--- src/rtl/fifo_stream_reader_if.sv ---
// Packed-word stream between the FIFO reader and the next stage.
// Master drives word/count/valid, slave returns ready.
interface fifo_stream_reader_if #(
  parameter int DATA_WIDTH = 8,
  parameter int PACK       = 4,
  parameter int LOG_PACK   = 2
);
  logic [DATA_WIDTH*PACK-1:0] out_data;
  logic [LOG_PACK:0]          out_count;
  logic                       out_valid;
  logic                       out_ready;

  modport master (
    output out_data,
    output out_count,
    output out_valid,
    input  out_ready
  );

  modport slave (
    input  out_data,
    input  out_count,
    input  out_valid,
    output out_ready
  );
endinterface

--- src/rtl/fifo_stream_reader.sv ---
// Drains a FIFO head, packs PACK entries per word, emits on a stream.
// Flush closes a partial word; unused lanes read as zero.
module fifo_stream_reader #(
  parameter int DATA_WIDTH = 8,
  parameter int PACK       = 4,
  parameter int LOG_PACK   = 2
) (
  input  logic                  clk,
  input  logic                  rst,
  input  logic [DATA_WIDTH-1:0] fifo_data,
  input  logic                  fifo_empty,
  output logic                  fifo_next_read,
  input  logic                  flush,
  output logic                  busy,
  fifo_stream_reader_if.master  out_if
);

  typedef enum logic {
    FILL = 1'b0,
    HOLD = 1'b1
  } state_e;

  localparam logic [LOG_PACK:0] LAST =
    (LOG_PACK+1)'(PACK-1);
  localparam logic [LOG_PACK:0] FULL =
    (LOG_PACK+1)'(PACK);

  state_e state_q, state_d;
  logic [LOG_PACK:0] idx_q, idx_d;
  logic [LOG_PACK:0] cnt_q, cnt_d;
  logic [LOG_PACK:0] eff;
  logic [PACK-1:0][DATA_WIDTH-1:0] lanes_q;
  logic [PACK-1:0][DATA_WIDTH-1:0] lanes_d;
  logic pend_q, pend_d;
  logic pop;
  logic flush_req;

  // Pop only while filling; held words block the FIFO.
  assign pop = (state_q == FILL)
             & ~fifo_empty & ~rst;
  assign fifo_next_read = pop;

  // Lanes valid once the current edge lands.
  assign eff = idx_q
             + {{LOG_PACK{1'b0}}, pop};
  assign flush_req = flush | pend_q;

  // Next-state: lane capture, word close, flush deferral.
  always_comb begin
    state_d = state_q;
    idx_d   = idx_q;
    cnt_d   = cnt_q;
    lanes_d = lanes_q;
    pend_d  = pend_q;
    unique case (state_q)
      FILL: begin
        if (pop) begin
          for (int i = 0; i < PACK; i++) begin
            if (idx_q == (LOG_PACK+1)'(i)) begin
              lanes_d[i] = fifo_data;
            end
          end
          idx_d = eff;
        end
        if (pop && idx_q == LAST) begin
          // A flush on the filling pop is absorbed.
          state_d = HOLD;
          cnt_d   = FULL;
          pend_d  = 1'b0;
        end else if (flush_req && eff != '0) begin
          state_d = HOLD;
          cnt_d   = eff;
          pend_d  = 1'b0;
        end else if (flush_req) begin
          // Nothing to emit: drop it.
          pend_d = 1'b0;
        end
      end
      HOLD: begin
        if (flush) begin
          pend_d = 1'b1;
        end
        if (out_if.out_ready) begin
          state_d = FILL;
          idx_d   = '0;
          lanes_d = '0;
          cnt_d   = '0;
        end
      end
      default: begin
        state_d = FILL;
      end
    endcase
  end

  // State and datapath registers.
  always_ff @(posedge clk or posedge rst) begin
    if (rst) begin
      state_q <= FILL;
      idx_q   <= '0;
      cnt_q   <= '0;
      lanes_q <= '0;
      pend_q  <= 1'b0;
    end else begin
      state_q <= state_d;
      idx_q   <= idx_d;
      cnt_q   <= cnt_d;
      lanes_q <= lanes_d;
      pend_q  <= pend_d;
    end
  end

  assign out_if.out_data  = lanes_q;
  assign out_if.out_count = cnt_q;
  assign out_if.out_valid = (state_q == HOLD);

  assign busy = (idx_q != '0)
              | (state_q == HOLD)
              | pend_q;

endmodule
--- src/flat_wrapper.sv ---
// flat-port wrapper written by rule: the top's interface ports become plain ports
module fifo_stream_reader_flat 
#(
  parameter int DATA_WIDTH = 8,
  parameter int PACK       = 4,
  parameter int LOG_PACK   = 2
)
  (clk, rst, fifo_data, fifo_empty, fifo_next_read, flush, busy, out_if_out_data, out_if_out_count, out_if_out_valid, out_if_out_ready);
  fifo_stream_reader_if #(.DATA_WIDTH(DATA_WIDTH), .PACK(PACK), .LOG_PACK(LOG_PACK)) out_if_i ();
  input  logic clk;
  input  logic rst;
  input  logic [DATA_WIDTH-1:0] fifo_data;
  input  logic fifo_empty;
  output logic fifo_next_read;
  input  logic flush;
  output logic busy;
  output wire logic [$bits(out_if_i.out_data)-1:0] out_if_out_data;
  output wire logic [$bits(out_if_i.out_count)-1:0] out_if_out_count;
  output wire logic [$bits(out_if_i.out_valid)-1:0] out_if_out_valid;
  input wire logic [$bits(out_if_i.out_ready)-1:0] out_if_out_ready;
  assign out_if_out_data = out_if_i.out_data;
  assign out_if_out_count = out_if_i.out_count;
  assign out_if_out_valid = out_if_i.out_valid;
  assign out_if_i.out_ready = out_if_out_ready;
  fifo_stream_reader #(.DATA_WIDTH(DATA_WIDTH), .PACK(PACK), .LOG_PACK(LOG_PACK)) u_core (.clk(clk), .rst(rst), .fifo_data(fifo_data), .fifo_empty(fifo_empty), .fifo_next_read(fifo_next_read), .flush(flush), .busy(busy), .out_if(out_if_i));
endmodule
--- config.mk ---
export PLATFORM = sky130hd
export DESIGN_NAME = fifo_stream_reader_flat
export DESIGN_NICKNAME = d
export VERILOG_FILES = /design/src/rtl/fifo_stream_reader_if.sv /design/src/rtl/fifo_stream_reader.sv /design/src/flat_wrapper.sv
export SDC_FILE = /design/constraint.sdc
export NUM_CORES = 1
export LEC_CHECK = 0
export BUFFER_PORTS_ARGS = -buffer_cell sky130_fd_sc_hd__buf_2
export CAP_MARGIN = 15
export CORE_MARGIN = 3
export CORE_UTILIZATION = 30
export CTS_CLUSTER_SIZE = 12
export DETAILED_ROUTE_END_ITERATION = 10
export PLACE_DENSITY_LB_ADDON = 0.25
export SYNTH_ARGS = -nofsm -noshare
export SYNTH_HDL_FRONTEND = slang
export SYNTH_SLANG_ARGS = --single-unit
--- constraint.sdc ---
create_clock -name clk -period 2.8 [get_ports clk]
set_input_delay 0.14 -clock clk [delete_from_list [all_inputs] [get_ports clk]]
set_output_delay 0.14 -clock clk [all_outputs]
set_load 0.02 [all_outputs]
==> results by group <==
Synth
  • Mux contribution to synthesized area: 0.5302%
  • Post-Synth XOR/XNOR Area: 0.4639%
  • Synth Area in Compound Gates: 27.24%
  • Cell area after synthesis: 1888 um^2
  • Ys Warns: 0
  • Sequential area share after synthesis: 53.02%
  • Distinct cells, synth: 35
  • Number of synthesized register bits: 40
  • Post-synth net total: 203
  • Largest family of logic cells by synthesized area: compound AO/OA/AOI/OAI gates
  • Synth Area in Adders: 1.325%
  • Mapped Cells: 188
  • Synth Area in Simple Gates: 9.874%
  • Syn avg cell area: 10.04 um^2

Final layout
  • Combined area of the multi-input logic cells: 744.5 um^2
  • Share of layout cells above drive strength 1: 29.58%
  • P&R area growth vs syn: 23.53%
  • Fillers: 598
  • Final non-filler cell total: 315
  • Final Util: 38.93%
  • Number of inserted diodes: 0
  • Finished layout cell area: 2332 um^2
  • Layout net count: 254
  • Commonest non-fill, non-tap cell in the layout: buf_2
  • Register area: 1001 um^2
  • Most frequent cells in the layout: buf_2 (50), dfrtp_1 (40), inv_1 (22), o21ai_0 (17), o211ai_1 (17)

Floorplan
  • Rows: 28
  • Die area: 7281 um^2
  • Initial Utilization: 31.52%
  • Chip height: 85.33 um
  • IO Pins: 51
  • Core footprint: 5991 um^2
  • Die X: 85.33 um

Timing
  • Max-slew violation count: 0
  • Final WS setup: 767.4 ps
  • Final setup viols: 0
  • Total negative setup slack: 0 ps
  • RSZ-0062 raised after global routing: false
  • Fmax: 492.0 MHz
  • Worst hold slack: 87.01 ps
  • Fin Clk Skew: 6.585 ps
  • Fin crit period: 2033 ps
  • Slew @ Worst Pin: 942.9 ps
  • Period utilisation layout: 72.59%
  • Final Hold Viols: 0
  • Slew headroom: 37.07%

Global routing
  • Total gr overflow: 0
  • Vias in the first global route: 1573
  • Tot GR Track Use: 14.50%
  • Pin count of the biggest net entering global routing: 26
  • First-pass GRT wire length: 8.204 mm
  • Initial antenna violation count: 0

Clock tree
  • Number of buffers created by CTS: 5
  • CTS resizes: 0
  • Deepest clock path buffer count: 2
  • H-tree Lvls: 2
  • Sink Count: 40
  • CTS tree: done
  • Clk root buf: clkbuf_8
  • Worst-skew pair later-pin latency: 290 ps
  • Reg clk slew, reported paths: 70 ps
  • Postcts setup bufs: 0
  • Hold-fix buffers at CTS: 0

Power and ir drop
  • Power per Cell Area: 962.9 nW/um^2
  • Static Leak: 1.245 nW
  • Worst vdd ir: 0.4690 mV
  • Pwr Total: 2.246 mW

Worst hold path
  • Worst Hold Depth: 2
  • Min-Delay Path Class: primary input to flip-flop
  • Hold Crit Start: fifo_data[2]

Routing
  • Post-route ant nets: 0
  • 1st-iter DRT viols: 82
  • Post-route DRC: 0
  • Vias: 1578
  • Final WL: 5.012 mm
  • Via density: 5.010
  • DRT Pass-1 Iters: 4
  • WL per Instance: 15.91 um

Setup path
  • Crit Path Max Fanout: 21
  • Reg-to-reg startpoint: u_core.out_if.out_valid$_DFF_PP0_
  • Crit. End Element: flip-flop
  • Type of origin of the critical path: flip-flop
  • Critical Path AT: 2180 ps
  • Worst-case reg-to-reg path depth: 3
  • Kind of critical path: flip-flop to flip-flop
  • Data required time of the worst path: 2940 ps
  • Crit path launch: u_core.out_if.out_valid$_DFF_PP0_

Job
  • MaxCap Viol Count: 0

Placed design
  • Placed cells: 307
  • HPWL after DPL: 3.636 mm
  • Pre-CTS setup slack: 832.4 ps
  • Routability congestion estimate: 0.8254
  • Port Buf Inserts: 50
  • DP Area: 2225 um^2

Status
  • Status: complete, no violations
## power by group
part           total [mW]  switching (mW)  internal [mW]
registers           0.869           0.127          0.742
clock network       0.460           0.195          0.264
logic               0.917           0.589          0.327
total                2.25           0.912           1.33
## registers in the layout (all words and copies together) (netlist names)
signal                   flops
u_core.idx_q                 3
u_core.out_if.out_valid      1
u_core.out_if.out_count      3
u_core.out_if.out_data      32
u_core.pend_q                1
## critical path, stage by stage, from the launching register on
cell	delay, ps
dfrtp_1	500
or4_4	720
nor3_2	450
o21ai_0	200
## path summary, 6_finish.rpt
check                                                    endpoint  slack, ps
setup / recovery            u_core.out_if.out_data[0]$_DFFE_PP0P_        770
min in group asynchronous  u_core.out_if.out_data[14]$_DFFE_PP0P_        100
hold / removal             u_core.out_if.out_data[10]$_DFFE_PP0P_         90
hold reg to reg            u_core.out_if.out_data[30]$_DFFE_PP0P_        520
setup reg to reg            u_core.out_if.out_data[0]$_DFFE_PP0P_        770
max in group asynchronous  u_core.out_if.out_data[22]$_DFFE_PP0P_       2000
## layer usage
layer	vias to the layer above	GRT usage (%)	routed length [um]	part of all wire, %
met2	46	20.90	2137	43
met3	7	2.913	239	4.8
li1	779	-	-	-
met5	-	0	0	0
met4	0	5.180	70	1.4
met1	746	21.45	2565	51
## cells in the mapped netlist
library cell | number | area share, %
clkbuf_1 | 7 | 1.4
a21oi_1 | 1 | 0.26
buf_2 | 3 | 0.79
dfrtp_1 | 40 | 53
buf_1 | 2 | 0.40
a21o_1 | 10 | 4.0
mux2i_1 | 1 | 0.53
nand3_1 | 6 | 1.6
a22oi_1 | 1 | 0.40
nor2_1 | 5 | 0.99
inv_1 | 22 | 4.4
o31ai_2 | 1 | 0.66
o21ba_2 | 1 | 0.53
o22ai_1 | 2 | 0.66
nor4_4 | 1 | 1.1
or2_1 | 1 | 0.33
nand2b_1 | 1 | 0.33
o21ai_0 | 17 | 4.5
xnor2_1 | 1 | 0.46
o211ai_1 | 17 | 6.8
and2_0 | 1 | 0.33
ha_1 | 2 | 1.3
nor2b_1 | 1 | 0.33
o21ai_1 | 7 | 1.9
o21bai_1 | 1 | 0.40
or4_4 | 1 | 0.60
nor3_1 | 2 | 0.53
nor3_2 | 1 | 0.53
o221ai_2 | 1 | 0.79
a221oi_1 | 11 | 5.1
nand2_1 | 16 | 3.2
a211oi_1 | 1 | 0.40
a31o_2 | 1 | 0.46
a211o_1 | 1 | 0.46
buf_6 | 1 | 0.60
## layout make-up
| class | instances | share of cell area (%) |
|---|---|---|
| clock buffer | 6 | 3.112 |
| clock inverter | 2 | 1.502 |
| inverter | 22 | 3.541 |
| multi-input combinational | 113 | 31.92 |
| sequential | 40 | 42.92 |
| tap | 75 | 4.024 |
| timing repair buffer | 57 | 12.98 |
## logic make-up (layout without fill, tap and decap cells)
family,Yosys count,in the layout
AO/OA/AOI/OAI,73,73
flip-flops,40,40
AND/OR/NAND/NOR,36,36
buffers and inverters,35,87
adder cells (fa/ha/maj),2,2
XOR/XNOR,1,1
multiplexers,1,1
Power figures use the tool's default switching activity.
